--- src/rtl/gam_pattern_feeder.sv ---
// Training-pattern source for Memory_Layer: a bank of class/node vectors streamed one per READY edge.
// Optional GAM_ZERO_SKIP_EN: zero vectors are skipped instead of issued.
module gam_pattern_feeder #(
    parameter int NODE_W          = 32,
    parameter int NUM_CLASSES     = 4,
    parameter int NODES_PER_CLASS = 5,
    parameter int IDX_W           = 8
) (
    input  logic              clk,
    input  logic              reset,
    input  logic              ld_en,
    input  logic [IDX_W-1:0]  ld_class,
    input  logic [IDX_W-1:0]  ld_node,
    input  logic [NODE_W-1:0] ld_data,
    output logic              ld_err,
    input  logic              start,
    input  logic              ready_wait,
    output logic [NODE_W-1:0] x,
    output logic [31:0]       c,
    output logic              learning_done,
    output logic              learning_recall,
    output logic              busy
);

    localparam int CLS_W = (NUM_CLASSES > 1) ? $clog2(NUM_CLASSES) : 1;
    localparam int CNT_W = $clog2(NODES_PER_CLASS + 1);

    typedef enum logic [1:0] {S_IDLE, S_FEED, S_DONE} state_t;

    state_t            state_q, state_d;
    logic [NODE_W-1:0] bank_q [NUM_CLASSES][NODES_PER_CLASS];
    logic [CNT_W-1:0]  cnt_q  [NUM_CLASSES];
    logic [CNT_W-1:0]  cnt_d  [NUM_CLASSES];
    logic [CLS_W-1:0]  cls_q, cls_d;
    logic [CNT_W-1:0]  node_q, node_d;
    logic              first_q, first_d;
    logic              ready_q;
    logic [NODE_W-1:0] x_q, x_d;
    logic [31:0]       c_q, c_d;
    logic              done_q, done_d;
    logic              ld_err_q, ld_err_d;

    logic              cls_ok, node_ok, wr_en;
    logic [CLS_W-1:0]  wr_cls;
    logic [CNT_W-1:0]  wr_node, wr_node0;
    logic              any_nz, nxt_found;
    logic [CLS_W-1:0]  first_cls, nxt_cls;
    logic [CNT_W-1:0]  node_inc;
    logic              more_nodes, last, skip, issue;
    logic [NODE_W-1:0] cur_vec;

    // Write port: start in the same cycle takes priority and rejects the write.
    always_comb begin
        cls_ok   = (ld_class != '0) && (ld_class <= IDX_W'(NUM_CLASSES));
        node_ok  = (ld_node != '0) && (ld_node <= IDX_W'(NODES_PER_CLASS));
        wr_en    = ld_en && cls_ok && node_ok && (state_q == S_IDLE) && !start;
        ld_err_d = ld_en && !wr_en;
        wr_cls   = CLS_W'(ld_class - 1'b1);
        wr_node  = CNT_W'(ld_node);
        wr_node0 = wr_node - 1'b1;
    end

    // Lowest populated class overall, and lowest populated class above the pointer.
    always_comb begin
        any_nz    = 1'b0;
        nxt_found = 1'b0;
        first_cls = '0;
        nxt_cls   = '0;
        for (int i = NUM_CLASSES - 1; i >= 0; i--) begin
            if (cnt_q[i] != '0) begin
                any_nz    = 1'b1;
                first_cls = CLS_W'(i);
                if (i > int'(cls_q)) begin
                    nxt_found = 1'b1;
                    nxt_cls   = CLS_W'(i);
                end
            end
        end
    end

    assign cur_vec    = bank_q[cls_q][node_q];
    assign node_inc   = node_q + 1'b1;
    assign more_nodes = (node_inc < cnt_q[cls_q]);
    assign last       = !more_nodes && !nxt_found;

`ifdef GAM_ZERO_SKIP_EN
    assign skip = (cur_vec == '0);
`else
    assign skip = 1'b0;
`endif

    // First pattern only needs READY level; later ones need a fresh rising edge.
    assign issue = (first_q ? ready_wait : (ready_wait && !ready_q)) && !skip;

    always_comb begin
        state_d = state_q;
        x_d     = x_q;
        c_d     = c_q;
        done_d  = done_q;
        cls_d   = cls_q;
        node_d  = node_q;
        first_d = first_q;
        cnt_d   = cnt_q;
        if (wr_en && (wr_node > cnt_q[wr_cls])) begin
            cnt_d[wr_cls] = wr_node;
        end
        case (state_q)
            S_IDLE, S_DONE: begin
                if (start && any_nz) begin
                    state_d = S_FEED;
                    cls_d   = first_cls;
                    node_d  = '0;
                    first_d = 1'b1;
                    done_d  = 1'b0;
                end
            end
            S_FEED: begin
                if (issue || skip) begin
                    if (issue) begin
                        x_d     = cur_vec;
                        c_d     = 32'(cls_q) + 32'd1;
                        first_d = 1'b0;
                    end
                    if (more_nodes) begin
                        node_d = node_inc;
                    end else begin
                        cls_d  = nxt_cls;
                        node_d = '0;
                    end
                    if (last) begin
                        state_d = S_DONE;
                        done_d  = 1'b1;
                    end
                end
            end
            default: state_d = S_IDLE;
        endcase
    end

    always_ff @(posedge clk) begin
        if (wr_en) begin
            bank_q[wr_cls][wr_node0] <= ld_data;
        end
    end

    always_ff @(posedge clk) begin
        if (reset) begin
            state_q  <= S_IDLE;
            x_q      <= '0;
            c_q      <= '0;
            done_q   <= 1'b0;
            ld_err_q <= 1'b0;
            cls_q    <= '0;
            node_q   <= '0;
            first_q  <= 1'b0;
            ready_q  <= 1'b0;
            cnt_q    <= '{default: '0};
        end else begin
            state_q  <= state_d;
            x_q      <= x_d;
            c_q      <= c_d;
            done_q   <= done_d;
            ld_err_q <= ld_err_d;
            cls_q    <= cls_d;
            node_q   <= node_d;
            first_q  <= first_d;
            ready_q  <= ready_wait;
            cnt_q    <= cnt_d;
        end
    end

    assign x               = x_q;
    assign c               = c_q;
    assign learning_done   = done_q;
    assign learning_recall = (state_q == S_DONE);
    assign busy            = (state_q == S_FEED);
    assign ld_err          = ld_err_q;

endmodule

--- config.mk ---
export PLATFORM = sky130hd
export DESIGN_NAME = gam_pattern_feeder
export DESIGN_NICKNAME = d
export VERILOG_FILES = /design/src/rtl/gam_pattern_feeder.sv
export SDC_FILE = /design/constraint.sdc
export NUM_CORES = 1
export LEC_CHECK = 0
export ABC_AREA = 0
export BUFFER_PORTS_ARGS = -buffer_cell sky130_fd_sc_hd__buf_4
export CAP_MARGIN = 25
export CORE_ASPECT_RATIO = 0.75
export CORE_MARGIN = 2
export CORE_UTILIZATION = 55
export CTS_BUF_LIST = sky130_fd_sc_hd__clkbuf_16
export DETAILED_ROUTE_END_ITERATION = 8
export GPL_TIMING_DRIVEN = 0
export PLACE_DENSITY = 0.72
export SYNTH_ARGS = -nofsm -noshare
export SYNTH_HDL_FRONTEND = slang
export SYNTH_SLANG_ARGS = --single-unit
--- constraint.sdc ---
create_clock -name clk -period 5.9 [get_ports clk]
set_input_delay 0 -clock clk [delete_from_list [all_inputs] [get_ports clk]]
set_output_delay 0 -clock clk [all_outputs]
set_load 0.02 [all_outputs]
==> metrics.txt, run 1 <==
# TYPE chip_impl_metric gauge
chip_impl_info{name="outcome",value="finished, final reports clean"} 1
chip_impl_metric{name="drtIter0Drc",unit=""} 1932
chip_impl_metric{name="layout-area-overhead-vs-synth",unit="%"} 17.4
chip_impl_metric{name="num_io_pins",unit=""} 121
chip_impl_metric{name="design.core.area",unit="um^2"} 49000
chip_impl_metric{name="cp_data_arrival_time",unit="ns"} 3.70
chip_impl_info{name="path_class",value="input port to flop"} 1
chip_impl_metric{name="cts.clk_slew.worst_paths",unit="ns"} 0.06
chip_impl_metric{name="finalInstanceArea",unit="um^2"} 32200
chip_impl_info{name="timing.critical_path.cells",value="dlygate4sd3_1 -> buf_4 -> clkbuf_1 -> inv_1 -> ha_1 -> xor2_1 -> nor4_1 -> nand3b_1 -> nor2_4 -> buf_12"} 1
chip_impl_metric{name="drt-wirelength-per-cell",unit="um"} 27.3
chip_impl_metric{name="yosysUniqueCellTypes",unit=""} 49
chip_impl_info{name="cts_tree",value="built"} 1
chip_impl_metric{name="globalRoute.totalOverflow",unit=""} 0
chip_impl_metric{name="postRouteWirelength",unit="um"} 67500
chip_impl_metric{name="required",unit="ns"} 6.19
chip_impl_metric{name="vias_per_cell",unit=""} 6.27
chip_impl_metric{name="vdd.ir_drop.worst",unit="mV"} 0.256
chip_impl_metric{name="multi_input_comb_area",unit="um^2"} 6550
chip_impl_metric{name="cts_max_path_buffers",unit=""} 3
chip_impl_metric{name="timing.final.crit_share",unit="%"} 57.9
chip_impl_metric{name="max-cap-violations",unit=""} 0
chip_impl_metric{name="grt_pass1_vias",unit=""} 15200
chip_impl_metric{name="worst_pin_slew",unit="ns"} 1.07
chip_impl_metric{name="slew-limit-headroom",unit="%"} 28.4
chip_impl_metric{name="drt_pre_antenna_iters",unit=""} 5
chip_impl_metric{name="antenna_found_initial",unit=""} 0
chip_impl_metric{name="worst_path_largest_cell_delay",unit="ns"} 0.70
chip_impl_metric{name="fp.dieArea",unit="um^2"} 51800
chip_impl_metric{name="final_period_demand_of_the_worst_path",unit="ns"} 3.42
chip_impl_metric{name="timing.setup.tns",unit="ns"} 0
chip_impl_metric{name="worst_skew_pair.late_latency",unit="ns"} 0.60
chip_impl_metric{name="layout.nets",unit=""} 1836
chip_impl_metric{name="synth_edf_count",unit=""} 640
chip_impl_info{name="yosys_most_used_dff",value="edfxtp_1"} 1
chip_impl_metric{name="initial_utilization",unit="%"} 56.0
chip_impl_metric{name="die_h",unit="um"} 198
chip_impl_metric{name="postSynthRegisterBits",unit=""} 700
chip_impl_metric{name="cellLeakagePower",unit="uW"} 0.0105
chip_impl_info{name="setup_repair_after_global_routing_missed_its_margin",value="false"} 1
chip_impl_metric{name="numPortBuffers",unit=""} 91
chip_impl_metric{name="grt_max_degree",unit=""} 23
chip_impl_metric{name="layout.filler_cells",unit=""} 3269
chip_impl_metric{name="timing.fmax",unit="MHz"} 293
chip_impl_metric{name="grt_first_pass_wirelength",unit="um"} 98700
chip_impl_metric{name="gp_congestion",unit=""} 0.849
chip_impl_metric{name="clock-sinks",unit=""} 700
chip_impl_metric{name="cts_buffers",unit=""} 67
chip_impl_metric{name="ys.warnings.count",unit=""} 0
chip_impl_metric{name="placement_rows",unit=""} 70
chip_impl_info{name="cp_max_stage_cell",value="nor4_1"} 1
chip_impl_metric{name="antenna_cells_inserted",unit=""} 0
chip_impl_metric{name="remaining_drc_errors",unit=""} 0
chip_impl_metric{name="synthesis.instances",unit=""} 1492
chip_impl_metric{name="post-cts-setup-buffers",unit=""} 0
chip_impl_metric{name="syn-cell-area",unit="um^2"} 27500
chip_impl_metric{name="power.total",unit="uW"} 9730
chip_impl_metric{name="cts_resized",unit=""} 0
chip_impl_info{name="clock_tree.root_cell",value="clkbuf_16"} 1
chip_impl_metric{name="grtUsageTotal",unit="%"} 26.6
chip_impl_metric{name="timing.critical_path.fanout_max",unit=""} 20
chip_impl_metric{name="finalMaxSlewViolations",unit=""} 0
chip_impl_metric{name="routed-via-count",unit=""} 15500
chip_impl_metric{name="worst_clock_skew",unit="ns"} 0.0116
chip_impl_metric{name="post_route_cells_drive_above_1_share",unit="%"} 27.7
chip_impl_metric{name="number_of_buffers_inserted_by_hold_repair_at_cts",unit=""} 46
chip_impl_info{name="worstHoldPathType",value="input port to flop"} 1
chip_impl_metric{name="antenna_violating_nets_post_route",unit=""} 0
chip_impl_info{name="worstSetupEndpointType",value="flop"} 1
chip_impl_metric{name="detailedPlacementHpwl",unit="um"} 42600
chip_impl_metric{name="ys_async_sr_fraction",unit="%"} 0
chip_impl_metric{name="dpl-instance-area",unit="um^2"} 29700
chip_impl_metric{name="ctsHtreeMaxLevel",unit=""} 3
chip_impl_metric{name="hold_viol",unit=""} 0
chip_impl_metric{name="final_core_utilization",unit="%"} 65.7
chip_impl_info{name="crit_path_start_kind",value="input port"} 1
chip_impl_metric{name="power-per-cell-area",unit="nW/um^2"} 302
chip_impl_metric{name="setup_viol_count_final",unit=""} 0
chip_impl_metric{name="syn-mean-instance-area",unit="um^2"} 18.4
chip_impl_metric{name="area.sequential",unit="um^2"} 20400
chip_impl_metric{name="die_width",unit="um"} 262
chip_impl_metric{name="synth-seq-area-share",unit="%"} 74.4
-- area by class of cell --
cell class | instances | share of cell area [%]
clock inverter | 51 | 1.03
multi-input combinational | 687 | 20.3
sequential | 700 | 63.3
timing repair buffer | 178 | 5.21
tap | 648 | 2.52
inverter | 20 | 0.233
clock buffer | 71 | 5.51
buffer | 113 | 1.84
-- cell families (layout without fill, tap and decap cells) --
| logic type | Yosys count | after routing | share of synthesized area [%] |
|---|---|---|---|
| DFF | 700 | 700 | 74.4 |
| AOI/OAI and AO/OA | 254 | 254 | 6.46 |
| muxes | 199 | 199 | 12.3 |
| and+or+nand+nor | 185 | 185 | 3.59 |
| buffers and inverters | 133 | 433 | 2.43 |
| adders and majority gates | 16 | 16 | 0.729 |
| xor gates and xnor gates | 4 | 4 | 0.128 |
| other | 1 | 29 | 0.0137 |
-- registers in the layout, indices dropped and copies added, names as in the netlist, named ones only --
signal / cells
bank_q: 640
x: 32
cnt_q: 12
c: 3
node_q: 3
cls_q: 2
state_q: 2
first_q: 1
ld_err: 1
learning_done: 1
ready_q: 1
-- worst max-delay path: cells and delay by family --
kind / cells / cell delay [ns]
xor gates and xnor gates: 1 / 0.17
adders and majority gates: 1 / 0.31
and+or+nand+nor: 3 / 1.80
buffers and inverters: 5 / 1.39
-- placed cells by master, fill, tap and decap left out, types with 13 or more instances in the layout --
cell	Yosys	final
o31ai_1	13	13
a22o_1	32	32
o21ai_0	40	40
nor2b_1	35	35
a211oi_1	99	99
buf_12	0	14
clkinv_1	0	16
buf_4	33	144
mux4_2	101	101
a21oi_1	22	22
ha_1	16	16
buf_2	30	31
inv_1	20	39
edfxtp_1	640	640
mux2_2	96	96
nor2_1	43	39
clkbuf_16	0	71
o22ai_1	32	32
nor3_1	36	36
conb_1	1	29
dlygate4sd3_1	0	46
dfxtp_1	60	60
clkbuf_1	40	40
-- synth_stat cells, types with 2 or more instances --
master | number | share of area [%]
nor3b_1 | 4 | 0.11
a211oi_1 | 99 | 2.7
nand2b_1 | 5 | 0.11
o31ai_1 | 13 | 0.36
nand4_1 | 12 | 0.27
and2_1 | 12 | 0.27
o31a_1 | 2 | 0.064
or3_1 | 5 | 0.11
o21a_1 | 2 | 0.055
nor4_1 | 9 | 0.21
nor2_1 | 43 | 0.59
o22ai_1 | 32 | 0.73
buf_2 | 30 | 0.55
and3_1 | 3 | 0.068
edfxtp_1 | 640 | 70
clkbuf_1 | 40 | 0.55
a21o_1 | 2 | 0.055
nor2b_1 | 35 | 0.80
nand2_1 | 12 | 0.16
dfxtp_1 | 60 | 4.4
buf_4 | 33 | 0.90
ha_1 | 16 | 0.73
o21ai_0 | 40 | 0.73
nand3_1 | 4 | 0.073
mux4_2 | 101 | 8.3
xor2_1 | 2 | 0.064
buf_1 | 9 | 0.12
a21oi_1 | 22 | 0.40
or4_1 | 2 | 0.055
a22o_1 | 32 | 1.0
inv_1 | 20 | 0.27
mux2_2 | 96 | 3.9
nor3_1 | 36 | 0.66
a2111oi_0 | 2 | 0.064
xnor2_1 | 2 | 0.064
mux2i_1 | 2 | 0.073
-- stage by stage --
step / setup slack (ns) / instances / hold WS [ns]
floorplan: 0.846 / 1520 / 0.0989
global placement: -3.16 / 2259 / 0.237
detailed placement: 2.53 / 2300 / 0.244
CTS: 2.58 / 2468 / 0.0155
global route: 2.43 / 2468 / 0.0582
finish: 2.48 / 2468 / 0.0406
-- power by group --
part	total [uW]	switching, uW	internal, uW
Combinational	189	123	65.2
Clock	4140	1790	2350
Sequential	5400	0.174	5400
Total	9730	1910	7820
-- final timing paths --
check | startpoint | endpoint | slack, ns | cells after the start
max reg2reg | state_q[1]$_SDFFE_PP0P_ | bank_q[2][79]$_DFFE_PP_ | 2.80 | 6
min | ld_class[1] | cnt_q[6]$_SDFFE_PP0P_ | 0.04 | 4
max | ld_node[0] | bank_q[2][79]$_DFFE_PP_ | 2.48 | 10
min reg2reg | c[1]$_SDFFE_PP0P_ | c[1]$_SDFFE_PP0P_ | 0.46 | 2
-- metal layers --
layer / vias to the layer above / global-route usage, % / wire length [um] / part of all wire [%]
li1: 6570 / - / - / -
met1: 7931 / 39.6 / 28100 / 42
met2: 838 / 40.5 / 30800 / 46
met3: 127 / 5.34 / 6800 / 10
met4: 0 / 7.72 / 1840 / 2.7
met5: - / 0 / 0 / 0
Note: power is estimated with default switching activity, not from simulation.
==> run 2: changes to the inputs <==
- clock period: 5.9 -> 3.4 ns (I/O delays scaled with it)
==> run 2 against run 1 <==
Net effect:
- count of clock-buffer cells in the layout stayed put
- via count is 0.44% lower
- non-clock buffer count is 12 lower
- clock skew is 0.0018 ns higher
- critical endpoint is now bank_q[0][18]$_DFFE_PP_
- global-route usage is 0.21 points lower
- combinational power is 76% higher
- critical path type unchanged
- first-iteration DRC count is 3.7% higher
- power is 72% higher
- die area stayed put
==> metrics.txt, run 2 (same netlist as run 1, synthesis figures left out) <==
# TYPE chip_impl_metric gauge
chip_impl_metric{name="final_core_utilization",unit="%"} 65.6
chip_impl_info{name="setup_repair_after_global_routing_missed_its_margin",value="false"} 1
chip_impl_metric{name="ctsHtreeMaxLevel",unit=""} 3
chip_impl_metric{name="grt_first_pass_wirelength",unit="um"} 97600
chip_impl_info{name="hold_end",value="cnt_q[8]$_SDFFE_PP0P_"} 1
chip_impl_metric{name="grt_max_degree",unit=""} 26
chip_impl_metric{name="globalRoute.totalOverflow",unit=""} 0
chip_impl_metric{name="die_h",unit="um"} 198
chip_impl_metric{name="placement_rows",unit=""} 70
chip_impl_metric{name="layout-area-overhead-vs-synth",unit="%"} 17.2
chip_impl_metric{name="slew-limit-headroom",unit="%"} 29.9
chip_impl_metric{name="drt-wirelength-per-cell",unit="um"} 27.3
chip_impl_metric{name="layout.filler_cells",unit=""} 3266
chip_impl_metric{name="worst_clock_skew",unit="ns"} 0.0134
chip_impl_metric{name="worst_skew_pair.late_latency",unit="ns"} 0.60
chip_impl_metric{name="finalMaxSlewViolations",unit=""} 0
chip_impl_metric{name="timing.fmax",unit="MHz"} 313
chip_impl_metric{name="largest_register_ffs",unit=""} 640
chip_impl_metric{name="setup_viol_count_final",unit=""} 0
chip_impl_metric{name="cts.clk_slew.worst_paths",unit="ns"} 0.06
chip_impl_metric{name="max-cap-violations",unit=""} 0
chip_impl_metric{name="initial_utilization",unit="%"} 56.0
chip_impl_metric{name="power-per-cell-area",unit="nW/um^2"} 519
chip_impl_info{name="setup.worst_path.start",value="start"} 1
chip_impl_metric{name="cts_buffers",unit=""} 67
chip_impl_metric{name="layout.nets",unit=""} 1824
chip_impl_metric{name="numPortBuffers",unit=""} 91
chip_impl_metric{name="cts_max_path_buffers",unit=""} 3
chip_impl_metric{name="worst_hold_path.num_cells",unit=""} 4
chip_impl_metric{name="detailedPlacementHpwl",unit="um"} 43600
chip_impl_metric{name="timing.critical_path.fanout_max",unit=""} 13
chip_impl_info{name="critical_path.top_delay_family",value="buffers and inverters"} 1
chip_impl_metric{name="fin_ws",unit="ns"} 0.202
chip_impl_info{name="cp_max_stage_cell",value="dlygate4sd3_1"} 1
chip_impl_metric{name="hold_viol",unit=""} 0
chip_impl_metric{name="post_route_cells_drive_above_1_share",unit="%"} 27.5
chip_impl_info{name="timing.critical_path.cells",value="dlygate4sd3_1 -> buf_4 -> nor4b_2 -> dlygate4sd3_1 -> nand2_1 -> or4_1 -> buf_2 -> buf_6 -> nor4_4 -> buf_6 -> buf_8"} 1
chip_impl_metric{name="required",unit="ns"} 3.70
chip_impl_info{name="crit_path_start_kind",value="input port"} 1
chip_impl_metric{name="cellLeakagePower",unit="uW"} 0.0104
chip_impl_metric{name="fp.dieArea",unit="um^2"} 51800
chip_impl_metric{name="timing.final.crit_share",unit="%"} 94.1
chip_impl_metric{name="clock-sinks",unit=""} 700
chip_impl_metric{name="worst_pin_slew",unit="ns"} 1.05
chip_impl_metric{name="remaining_drc_errors",unit=""} 0
chip_impl_metric{name="antenna_cells_inserted",unit=""} 0
chip_impl_metric{name="timing.setup.tns",unit="ns"} 0
chip_impl_metric{name="num_io_pins",unit=""} 121
chip_impl_metric{name="cp_data_arrival_time",unit="ns"} 3.50
chip_impl_metric{name="grtUsageTotal",unit="%"} 26.4
chip_impl_info{name="cts_tree",value="built"} 1
chip_impl_metric{name="worst_path_largest_cell_delay",unit="ns"} 0.58
chip_impl_metric{name="postRouteWirelength",unit="um"} 67000
chip_impl_metric{name="preCtsSetupSlack",unit="ns"} 0.156
chip_impl_metric{name="gp_congestion",unit=""} 0.872
chip_impl_metric{name="design.core.area",unit="um^2"} 49000
chip_impl_metric{name="area.sequential",unit="um^2"} 20400
chip_impl_info{name="clock_tree.root_cell",value="clkbuf_16"} 1
chip_impl_metric{name="timing.reg2reg.worst_path_depth",unit=""} 6
chip_impl_metric{name="drtIter0Drc",unit=""} 2003
chip_impl_metric{name="final_period_demand_of_the_worst_path",unit="ns"} 3.20
chip_impl_info{name="outcome",value="finished, final reports clean"} 1
chip_impl_info{name="worst_hold_startpoint",value="ld_class[1]"} 1
chip_impl_metric{name="critical_path_buf_inv_count",unit=""} 7
chip_impl_metric{name="antenna_found_initial",unit=""} 1
chip_impl_metric{name="routed-via-count",unit=""} 15400
chip_impl_metric{name="finish.cell_count_without_fillers",unit=""} 2457
chip_impl_metric{name="vias_per_cell",unit=""} 6.27
chip_impl_info{name="worstHoldPathType",value="input port to flop"} 1
chip_impl_info{name="worstSetupEndpointType",value="flop"} 1
chip_impl_info{name="layout.cells.most_common",value="edfxtp_1"} 1
chip_impl_metric{name="multi_input_comb_area",unit="um^2"} 6590
chip_impl_metric{name="die_width",unit="um"} 262
chip_impl_info{name="rr_startpoint",value="node_q[0]$_SDFFE_PP0P_"} 1
chip_impl_info{name="final_cell_mix",value="640 x edfxtp_1, 126 x buf_4, 101 x mux4_2"} 1
chip_impl_metric{name="vdd.ir_drop.worst",unit="mV"} 0.370
chip_impl_metric{name="drt_pre_antenna_iters",unit=""} 6
chip_impl_metric{name="ff2ff_setup_slack",unit="ns"} 0.29
chip_impl_metric{name="grt_pass1_vias",unit=""} 15200
chip_impl_info{name="regMostFlops",value="bank_q"} 1
chip_impl_metric{name="numPlacedInstances",unit=""} 2288
chip_impl_info{name="path_class",value="input port to flop"} 1
chip_impl_metric{name="antenna_violating_nets_post_route",unit=""} 0
chip_impl_info{name="reg2reg_to",value="x[25]$_SDFFE_PP0P_"} 1
run 2: layer usage:
| metal | global-route usage (%) | routed length [um] | up-vias | part of all wire, % |
|---|---|---|---|---|
| met2 | 39.8 | 30400 | 896 | 45 |
| met5 | 0 | 0 | - | 0 |
| met3 | 6.51 | 7430 | 122 | 11 |
| li1 | - | - | 6549 | - |
| met1 | 39.1 | 27500 | 7831 | 41 |
| met4 | 6.76 | 1570 | 0 | 2.3 |
run 2: how the worst max path moves through the flow:
stage / to / depth (start not counted)
finish: bank_q[0][18]$_DFFE_PP_ / 11
global route: bank_q[0][19]$_DFFE_PP_ / 13
detailed placement: bank_q[1][80]$_DFFE_PP_ / 9
global placement: bank_q[1][15]$_DFFE_PP_ / 10
CTS: bank_q[1][79]$_DFFE_PP_ / 10
floorplan: bank_q[0][0]$_DFFE_PP_ / 9
run 2: layout make-up:
cell class,count,area share [%]
clock buffer,71,5.52
tap,648,2.52
buffer,113,1.84
inverter,20,0.233
sequential,700,63.4
clock inverter,52,0.871
timing repair buffer,166,5.09
multi-input combinational,687,20.5
run 2: repair_timing:
| item | 4_1_cts | 5_1_grt |
|---|---|---|
| hold buffers | 44 | 0 |
| setup endpoints to repair | 0 | 143 |
| resized for setup | 0 | 1 |
| endpoints found under the hold margin | 664 | 0 |
| buffers inserted | 0 | 2 |
run 2: through the flow:
| step | hold WS (ns) | instance area, um^2 | total power [uW] |
|---|---|---|---|
| after floorplan | 0.0989 | 27600 | 9670 |
| after global placement | 0.235 | 29100 | 9830 |
| after detailed placement | 0.242 | 29700 | 9850 |
| after CTS | 0.00871 | 32200 | 16800 |
| after global routing | 0.0608 | 32200 | 17100 |
| final | 0.0516 | 32200 | 16700 |
run 2: worst register-to-register path, stage by stage, from the launching register on:
cell and delay [ns]:
dfxtp_1 0.44, inv_1 0.14, nor3b_1 0.86, clkbuf_1 0.81, buf_4 0.37, a211oi_1 0.15
a211oi_1 0.25
run 2: where the power goes:
part / leakage [uW] / internal, uW / switching, uW
logic: 0.00313 / 113 / 219
registers: 0.00623 / 9380 / 0.374
clock network: 0.00108 / 3870 / 3120
